## src/rtl/pc_sequencer.sv

```systemverilog
// ---------------------------------------------------------------------------
// pc_sequencer
//   Front-end PC controller. It drives the fetch unit's PCin/PCWrite pair and
//   sequences four kinds of fetch: sequential, hazard stall, branch redirect
//   with an IF/ID flush window, and halt on an out-of-range address.
//   All outputs are registered. Addresses are word addresses (next = pc+1).
//
// Ports
//   clk             rising-edge clock
//   rst_n           asynchronous active-low reset
//   stall_i         hazard stall request; hold the PC
//   branch_taken_i  branch resolved taken this cycle
//   branch_target_i word address of the branch target
//   pc_out          word address to the fetch unit (PCin)
//   pc_write        PCWrite enable to the fetch unit
//   fetch_valid     the instruction fetched at pc_out is architecturally valid
//   if_flush        kill the IF/ID register contents
//   halted          sequencer stopped on an out-of-range address
//   fetch_count     saturating count of valid fetch cycles
// ---------------------------------------------------------------------------
module pc_sequencer #(
  parameter int PC_WIDTH     = 32,
  parameter int IMEM_DEPTH   = 32,
  parameter int FLUSH_CYCLES = 2,
  parameter int CNT_WIDTH    = 16
) (
  input  logic                 clk,
  input  logic                 rst_n,
  input  logic                 stall_i,
  input  logic                 branch_taken_i,
  input  logic [PC_WIDTH-1:0]  branch_target_i,
  output logic [PC_WIDTH-1:0]  pc_out,
  output logic                 pc_write,
  output logic                 fetch_valid,
  output logic                 if_flush,
  output logic                 halted,
  output logic [CNT_WIDTH-1:0] fetch_count
);

  typedef enum logic [2:0] {
    INIT  = 3'd0,
    RUN   = 3'd1,
    STALL = 3'd2,
    FLUSH = 3'd3,
    HALT  = 3'd4
  } state_t;

  localparam logic [PC_WIDTH-1:0] LAST_PC    = PC_WIDTH'(IMEM_DEPTH - 1);
  // Compare one bit wider so a depth of 2**PC_WIDTH does not wrap to zero.
  localparam logic [PC_WIDTH:0]   DEPTH_EXT  = (PC_WIDTH+1)'(IMEM_DEPTH);
  localparam logic [2:0]          FLUSH_LOAD = 3'(FLUSH_CYCLES - 1);

  state_t              state;
  logic [2:0]          flushCnt;

  logic                tgtInRange;
  logic                atLast;
  logic                cntSat;
  logic [PC_WIDTH-1:0] pcNext;

  assign tgtInRange = ({1'b0, branch_target_i} < DEPTH_EXT);
  assign atLast     = (pc_out == LAST_PC);
  assign cntSat     = &fetch_count;
  assign pcNext     = pc_out + 1'b1;

  always_ff @(posedge clk or negedge rst_n) begin
    if (!rst_n) begin
      state       <= INIT;
      flushCnt    <= '0;
      pc_out      <= '0;
      pc_write    <= 1'b0;
      fetch_valid <= 1'b0;
      if_flush    <= 1'b0;
      halted      <= 1'b0;
      fetch_count <= '0;
    end else begin
      // Counts the fetch presented during the cycle that just ended.
      if (fetch_valid && pc_write && !cntSat)
        fetch_count <= fetch_count + 1'b1;

      case (state)
        INIT: begin
          state       <= RUN;
          pc_write    <= 1'b1;
          fetch_valid <= 1'b1;
        end

        RUN, STALL, FLUSH: begin
          if (branch_taken_i) begin
            // A branch beats a stall and also re-arms an ongoing flush.
            if (!tgtInRange) begin
              state       <= HALT;
              pc_write    <= 1'b0;
              fetch_valid <= 1'b0;
              if_flush    <= 1'b0;
              halted      <= 1'b1;
            end else begin
              state       <= FLUSH;
              pc_out      <= branch_target_i;
              pc_write    <= 1'b1;
              fetch_valid <= 1'b0;
              if_flush    <= 1'b1;
              flushCnt    <= FLUSH_LOAD;
            end
          end else if (stall_i && state != FLUSH) begin
            // Hold PC; fetch_valid is already 1 in RUN and STALL.
            state    <= STALL;
            pc_write <= 1'b0;
          end else if (atLast) begin
            state       <= HALT;
            pc_write    <= 1'b0;
            fetch_valid <= 1'b0;
            if_flush    <= 1'b0;
            halted      <= 1'b1;
          end else begin
            pc_out   <= pcNext;
            pc_write <= 1'b1;
            if (state == FLUSH) begin
              // flushCnt==0 marks the last flushed cycle; leave on this edge.
              if (flushCnt == 3'd0) begin
                state       <= RUN;
                if_flush    <= 1'b0;
                fetch_valid <= 1'b1;
              end else begin
                flushCnt <= flushCnt - 3'd1;
              end
            end else begin
              state <= RUN;
            end
          end
        end

        HALT: begin
          // Sticky until reset; outputs were set on entry.
          pc_write    <= 1'b0;
          fetch_valid <= 1'b0;
          if_flush    <= 1'b0;
          halted      <= 1'b1;
        end

        default: state <= INIT;
      endcase
    end
  end

endmodule

```

## config.mk

```make
export PLATFORM = sky130hd
export DESIGN_NAME = pc_sequencer
export DESIGN_NICKNAME = d
export VERILOG_FILES = /design/src/rtl/pc_sequencer.sv
export SDC_FILE = /design/constraint.sdc
export NUM_CORES = 1
export LEC_CHECK = 0
export ABC_AREA = 1
export CORE_ASPECT_RATIO = 0.9
export CORE_MARGIN = 5
export CORE_UTILIZATION = 35
export DETAILED_ROUTE_END_ITERATION = 16
export PLACE_DENSITY = 0.59
export SLEW_MARGIN = 20
export SYNTH_ARGS = -nofsm -noshare
export SYNTH_HDL_FRONTEND = slang
export SYNTH_SLANG_ARGS = --single-unit
```

## constraint.sdc

```tcl
create_clock -name clk -period 3.8 [get_ports clk]
set_input_delay 0.95 -clock clk [delete_from_list [all_inputs] [get_ports clk]]
set_output_delay 0.95 -clock clk [all_outputs]
set_load 0.02 [all_outputs]
```

==> reports/qor.yml, run 1 <==
timing:
  finalCritPeriodShare_pct: 74.16
  max-slew-margin-rel_pct: 55.71
  timing.hold.ws_ns: 0.4761
  drv_slew: 0
  layout_min_cycle_time_ns: 2.818
  setup_tns_ns: 0
  finalHoldViolCount: 0
  setup-violations-final: 0
  fin_worst_skew_ns: 0.006980
  grt_setup_unrepaired: "no"
  peak_freq_mhz: 354.9
  worst_slew_pin_slew_ns: 0.6644
worst_setup_path:
  slowest_delay_ns: 0.46
  start_kind: "input pin"
  timing.critical_path.fanout_max: 42
  critical_path.cell_chain: "clkdlybuf4s50_1 > inv_1 > nand2_1 > nor2_1 > nand2_1 > nor2_1 > nand3_1 > nand2_4 > nand2_4 > inv_2 > nand2_1 > nand2_1"
  endpoint_kind: "flip-flop"
  required_ns: 4.07
  crit_slowest_cell: "clkdlybuf4s50_1"
  critPathKind: "in2reg"
  worst_path_arrival_ns: 3.09
  critical-path-top-cell-by-count: "nand2_1"
cells_and_area:
  layout-drive-gt1-share_pct: 4.150
  area_growth_pct: 31.28
  layout.cells.most_common: "nand2_1"
  layoutNonFillerInstCount: 927
  final_nets: 806
  antenna_cells_inserted: 0
  layout.cells.most_common_list: "nand2_1, nor2_1, clkdlybuf4s50_1"
pwr:
  power.share.sequential_pct: 33.2
  switching_share_of_total_power_pct: 44.41
  internal_power_uw: 2048
  power_density_nw_per_um2: 676.7
  power.share.clock_pct: 21.5
  post-layout-total-power_uw: 3685
  vdd.ir_drop.worst_v: 0.0002343
  pwr-share-comb_pct: 45.4
  leakagePower_uw: 0.002610
  net-switching-power_uw: 1637
grt:
  global_route.usage.total_pct: 18.52
  gr-total-overflow: 0
  grt_start_max_net_pins: 43
  grt_pass1_vias: 4102
  grt_first_pass_wirelength_um: 21220
  grt_antenna_before_repair: 0
clock_network:
  cts_made_buffers: 9
  cts-root-to-sink-buffers: 2
  cts_repair_resize_count: 0
  cts.clk_slew.worst_paths_ns: 0.06
  cts_tree: "done"
  clock-sinks: 58
  clock_insertion_delay_worst_skew_ns: 0.33
  cts_setup_buffers: 0
  holdBufCountCts: 0
  clk_root_buffer_cell: "clkbuf_16"
  htree_levels: 3
die:
  floorplan.core_area_sq_um: 11530
  dieHeight_um: 113.3
  initial_utilization_pct: 35.98
  number_of_ports_placed_on_the_die_boundary: 88
  fp.dieArea_sq_um: 14130
  chipWidth_um: 124.8
  rows: 37
placed_design:
  final_wtd_congestion: 0.9023
  placed_cells_incl_taps: 911
  dpl.hpwl_um: 10180
  portBuffers: 87
yosys:
  synth.yosys.seq_area_share_pct: 34.99
  postSynthRegisterBits: 58
  syn-num-nets: 718
  synth.yosys.warnings: 0
  mappedNetlistArea_sq_um: 4148
  synth-adder-area-share_pct: 1.207
  synth_mux_area_share_pct: 0.7240
  synthesis.instances: 678
  synthDistinctLibCells: 27
  main_combinational_cell_family_by_area_after_synthesis: "simple AND/OR/NAND/NOR gates"
  syn-mean-instance-area_sq_um: 6.118
  share_of_the_synthesized_netlist_area_taken_by_xor_and_xnor_gates_pct: 4.646
  fraction_of_the_mapped_netlist_area_in_compound_gates_pct: 3.680
  synthSimpleGateAreaFrac_pct: 46.27
worst_hold_path:
  hold_class: "reg2reg"
drt:
  number_of_drc_markers_after_the_initial_detailed_route_iteration: 314
  drt-wirelength-per-cell_um: 14.02
  route.vias.total: 4345
  detail_route.first_pass.iterations: 4
  detail-route-antenna-nets: 0
  drc_errors: 0
  route.final.wire_length_um: 13000
  via_per_inst: 4.687
run:
  drv.max_cap_violation_count: 0
status:
  status: "finished, final reports clean"
## worst max-delay path, delay by kind of cell
kind          cells  cell delay [ns]
buf+inv           3             0.96
simple gates      9             1.18
## layout make-up
class                           instances  area (sq um)
Sequential cell                        58          1451
Clock inverter                          4         25.02
Fill cell                            1189          6082
Timing Repair Buffer                   91         895.9
Clock buffer                           12         266.5
Multi-Input combinational cell        535          2345
Inverter                               71         266.5
Tap cell                              156         195.2
## power groups by stage
stage	clock network [uW]	logic, uW	registers (uW)
finish	791	1670	1220
CTS	810	1690	1220
global route	834	1870	1270
floorplan	0	817	1360
detailed placement	0	1680	1220
global placement	0	1660	1220
## flip-flops by register name, indices dropped and copies added (netlist names)
register     cells
fetch_valid      1
pc_out          32
fetch_count     16
state            3
flushCnt         3
pc_write         1
halted           1
if_flush         1
## kinds of logic after synthesis
kind of cell | Yosys count
DFF | 58
buffers and inverters | 85
AOI/OAI and AO/OA | 30
and+or+nand+nor | 476
muxes | 3
adders and majority gates | 4
xor gates and xnor gates | 22
## cells in the mapped netlist
library cell | n | area (sq um)
dfrtp_1 | 58 | 1451
nand4_1 | 11 | 68.82
or2_2 | 2 | 12.51
clkinv_1 | 1 | 3.750
a21oi_1 | 2 | 10.01
mux2i_1 | 3 | 30.03
a31oi_1 | 2 | 12.51
xor2_1 | 17 | 148.9
inv_2 | 4 | 15.01
and2_1 | 1 | 6.260
nand2_4 | 2 | 22.52
nor2_1 | 96 | 360.4
nand2_2 | 2 | 12.51
clkbuf_1 | 3 | 11.26
xnor2_1 | 5 | 43.79
nand3_1 | 39 | 195.2
buf_6 | 2 | 22.52
nand2_1 | 315 | 1182
inv_1 | 66 | 247.7
nor3_1 | 2 | 10.01
o21ai_0 | 26 | 130.1
buf_1 | 3 | 11.26
nor2_4 | 1 | 11.26
buf_4 | 4 | 30.03
nand3b_1 | 5 | 37.54
buf_2 | 2 | 10.01
ha_1 | 4 | 50.05
## through the flow
stage	setup slack (ns)	instance area, sq um	util, %
floorplan	1.781	4148	-
global placement	0.6365	5154	44.71
detailed placement	0.5980	5154	44.71
CTS	0.9442	5445	47.24
global route	0.6789	5445	47.24
finish	0.9820	5445	47.24
## per-layer routing
layer / global-route usage [%] / share of wire, % / vias to the layer above
met1: 26.67 / 50 / 1955
met3: 4.814 / 6.0 / 8
li1: - / - / 2262
met4: 3.798 / 0.86 / 0
met5: 0 / 0 / -
met2: 28.10 / 43 / 120
## worst paths after layout
path	from	endpoint	slack, ns	cells after the start
max	branch_target_i[12]	pc_out[15]	0.98	12
min	flushCnt[1]	flushCnt[1]	0.48	2
max reg2reg	pc_out[0]	pc_out[15]	0.99	12
min reg2reg	flushCnt[1]	flushCnt[1]	0.48	2
max in group asynchronous	rst_n	fetch_count[10]	2.28	2
min in group asynchronous	rst_n	pc_out[25]	0.64	1
Power figures use the tool's default switching activity.
==> run 2: changes to the inputs <==
PLACE_DENSITY = 0.62   (was 0.59)
clock period = 2.3 ns   (was 3.8 ns; I/O delays follow)
==> reports/qor.yml, run 2 (synthesized netlist as in run 1, its figures left out) <==
status:
  status: "finished, final reports clean"
cells_and_area:
  largest_registers: "pc_out x32, fetch_count x16"
  largest_register: "pc_out"
  layoutNonFillerInstCount: 942  # +1.6%
  layout.filler_cells: 1172  # -1.4%
  layout-drive-gt1-share_pct: 5.980  # +1.8 points
  layout.cells.most_common: "nand2_1"
  regArea_sq_um: 1451  # unchanged
  multiInputGateArea_sq_um: 2345  # unchanged
  area_growth_pct: 36.65
  layout.cells.most_common_list: "nand2_1, nor2_1, clkdlybuf4s50_1"
  antenna_cells_inserted: 0  # unchanged
  largest_register_ff_count: 32  # unchanged
  final_nets: 821  # +1.9%
  core_utilization_of_the_finished_layout_pct: 49.17  # +1.9 points
worst_setup_path:
  regToRegSetupSlack_ns: 0.40  # -0.59 ns
  timing.critical_path.fanout_max: 6  # -86%
  critical_path_buf_inv_count: 1  # -2
  critPathKind: "reg2out"
  critical_path.cell_chain: "clkdlybuf4s50_1"
  reg2reg_depth: 13  # +1
  worst_path_arrival_ns: 1.53  # -1.56 ns
  reg2reg_from: "pc_out[1]"
  worstReg2RegEnd: "pc_out[28]"
  slowest_delay_ns: 0.69  # +0.23 ns
  crit_family: "buffers and inverters"
  crit_slowest_cell: "clkdlybuf4s50_1"
  start_kind: "flip-flop"
  required_ns: 1.73  # -2.34 ns
  endpoint_kind: "primary output"
timing:
  worst_slew_pin_slew_ns: 0.7217  # +0.05731 ns
  fin_worst_skew_ns: 0.008194  # +0.001214 ns
  drv_slew: 0  # unchanged
  grt_setup_unrepaired: "no"
  timing.hold.ws_ns: 0.2824  # -0.1936 ns
  timing.final.ws_setup_ns: 0.1972  # -0.7848 ns
  peak_freq_mhz: 475.6
  finalCritPeriodShare_pct: 91.43
  layout_min_cycle_time_ns: 2.103
  setup-violations-final: 0  # unchanged
  finalHoldViolCount: 0  # unchanged
  max-slew-margin-rel_pct: 51.89  # -3.8 points
die:
  floorplan.core_area_sq_um: 11530  # unchanged
  dieHeight_um: 113.3  # unchanged
  number_of_ports_placed_on_the_die_boundary: 88  # unchanged
  fp.dieArea_sq_um: 14130  # unchanged
  chipWidth_um: 124.8  # unchanged
  rows: 37  # unchanged
  initial_utilization_pct: 35.98  # unchanged
grt:
  grt_start_max_net_pins: 32  # -26%
  grt_first_pass_wirelength_um: 22300  # +5.1%
  global_route.usage.total_pct: 19.82  # +1.3 points
  gr-total-overflow: 0  # unchanged
  grt_antenna_before_repair: 0  # unchanged
  grt_pass1_vias: 4300  # +4.8%
pwr:
  switching_share_of_total_power_pct: 42.61  # -1.8 points
  pwr-share-comb_pct: 45.3  # about the same
  power_density_nw_per_um2: 1141  # +69%
  power.share.clock_pct: 23.8  # +2.3 points
  net-switching-power_uw: 2757  # +68%
  power.share.sequential_pct: 30.9  # -2.3 points
  internal_power_uw: 3713  # +81%
  leakagePower_uw: 0.002730  # +4.6%
  vdd.ir_drop.worst_v: 0.0004873  # +110%
clock_network:
  clk_root_buffer_cell: "clkbuf_16"
  cts_made_buffers: 9  # unchanged
  cts_setup_buffers: 0  # unchanged
  clock-sinks: 58  # unchanged
  cts_tree: "done"
  cts-root-to-sink-buffers: 2  # unchanged
  cts_repair_resize_count: 0  # unchanged
  cts.clk_slew.worst_paths_ns: 0.06  # about the same
  htree_levels: 3  # unchanged
  holdBufCountCts: 0  # unchanged
  clock_insertion_delay_worst_skew_ns: 0.35  # +0.02 ns
placed_design:
  dpl.hpwl_um: 10550  # +3.6%
  portBuffers: 87  # unchanged
  final_wtd_congestion: 0.9391  # +4.1%
  pre_cts_ws_ns: -0.08955  # -0.6875 ns
  placed_cells_incl_taps: 926  # +1.6%
drt:
  via_per_inst: 4.793  # +2.3%
  drc_errors: 0  # unchanged
  detail-route-antenna-nets: 0  # unchanged
  route.final.wire_length_um: 13490  # +3.8%
  drt-wirelength-per-cell_um: 14.32  # +2.2%
  number_of_drc_markers_after_the_initial_detailed_route_iteration: 309  # -1.6%
  detail_route.first_pass.iterations: 7  # +3
  route.vias.total: 4515  # +3.9%
run:
  drv.max_cap_violation_count: 0  # unchanged
worst_hold_path:
  hold_class: "in2async"
==> run 2: cell count changes in the layout (fill, tap and decap cells not counted) <==
cell        delta
bufinv_16      +2
clkinvlp_4     -1
buf_12         +5
buf_4         +10
clkinv_2       -1
==> run 2: power by group through the flow <==
stage          registers (uW)  logic (uW)  clock network [uW]
3_3_place_gp             2000        2900                   0
2_1_floorplan            2250        1350                   0
5_1_grt                  2070        3280                1610
4_1_cts                  2000        2950                1570
6_report                 2000        2930                1540
3_5_place_dp             2000        2950                   0
==> run 2: cell type report <==
class / instances / area share [%]
multi-input cells: 535 / 41.37
flip-flops and latches: 58 / 25.61
repair buffers: 106 / 18.90
clock buffers: 12 / 4.702
inverters: 71 / 4.702
well taps: 156 / 3.444
clock inverters: 4 / 1.280
==> run 2: per-stage QoR <==
| step | instance area (sq um) | total power, uW | TNS [ns] |
|---|---|---|---|
| 6_report | 5668 | 6469 | 0 |
| 5_1_grt | 5668 | 6962 | 0 |
| 4_1_cts | 5668 | 6521 | 0 |
| 3_5_place_dp | 5329 | 4948 | -2.042 |
| 3_3_place_gp | 5329 | 4895 | -0.8727 |
| 2_1_floorplan | 4148 | 3596 | 0 |
==> run 2: worst max path at each step <==
stage                        startpoint          end  slack [ns]  cells past startpoint
floorplan                     pc_out[0]   pc_out[11]        0.37                     13
global placement    branch_target_i[12]  flushCnt[1]       -0.04                     12
detailed placement  branch_target_i[14]  flushCnt[2]       -0.09                     12
CTS                          pc_out[16]   pc_out[16]        0.16                      1
global route        branch_target_i[12]    pc_out[0]        0.09                     12
finish                       pc_out[16]   pc_out[16]        0.20                      1
==> run 2: per-layer routing <==
| metal | track usage [%] | part of all wire [%] |
|---|---|---|
| met1 | 28.26 | 49 |
| met2 | 29.43 | 43 |
| met3 | 4.861 | 5.9 |
| met4 | 6.501 | 2.0 |
| met5 | 0 | 0 |
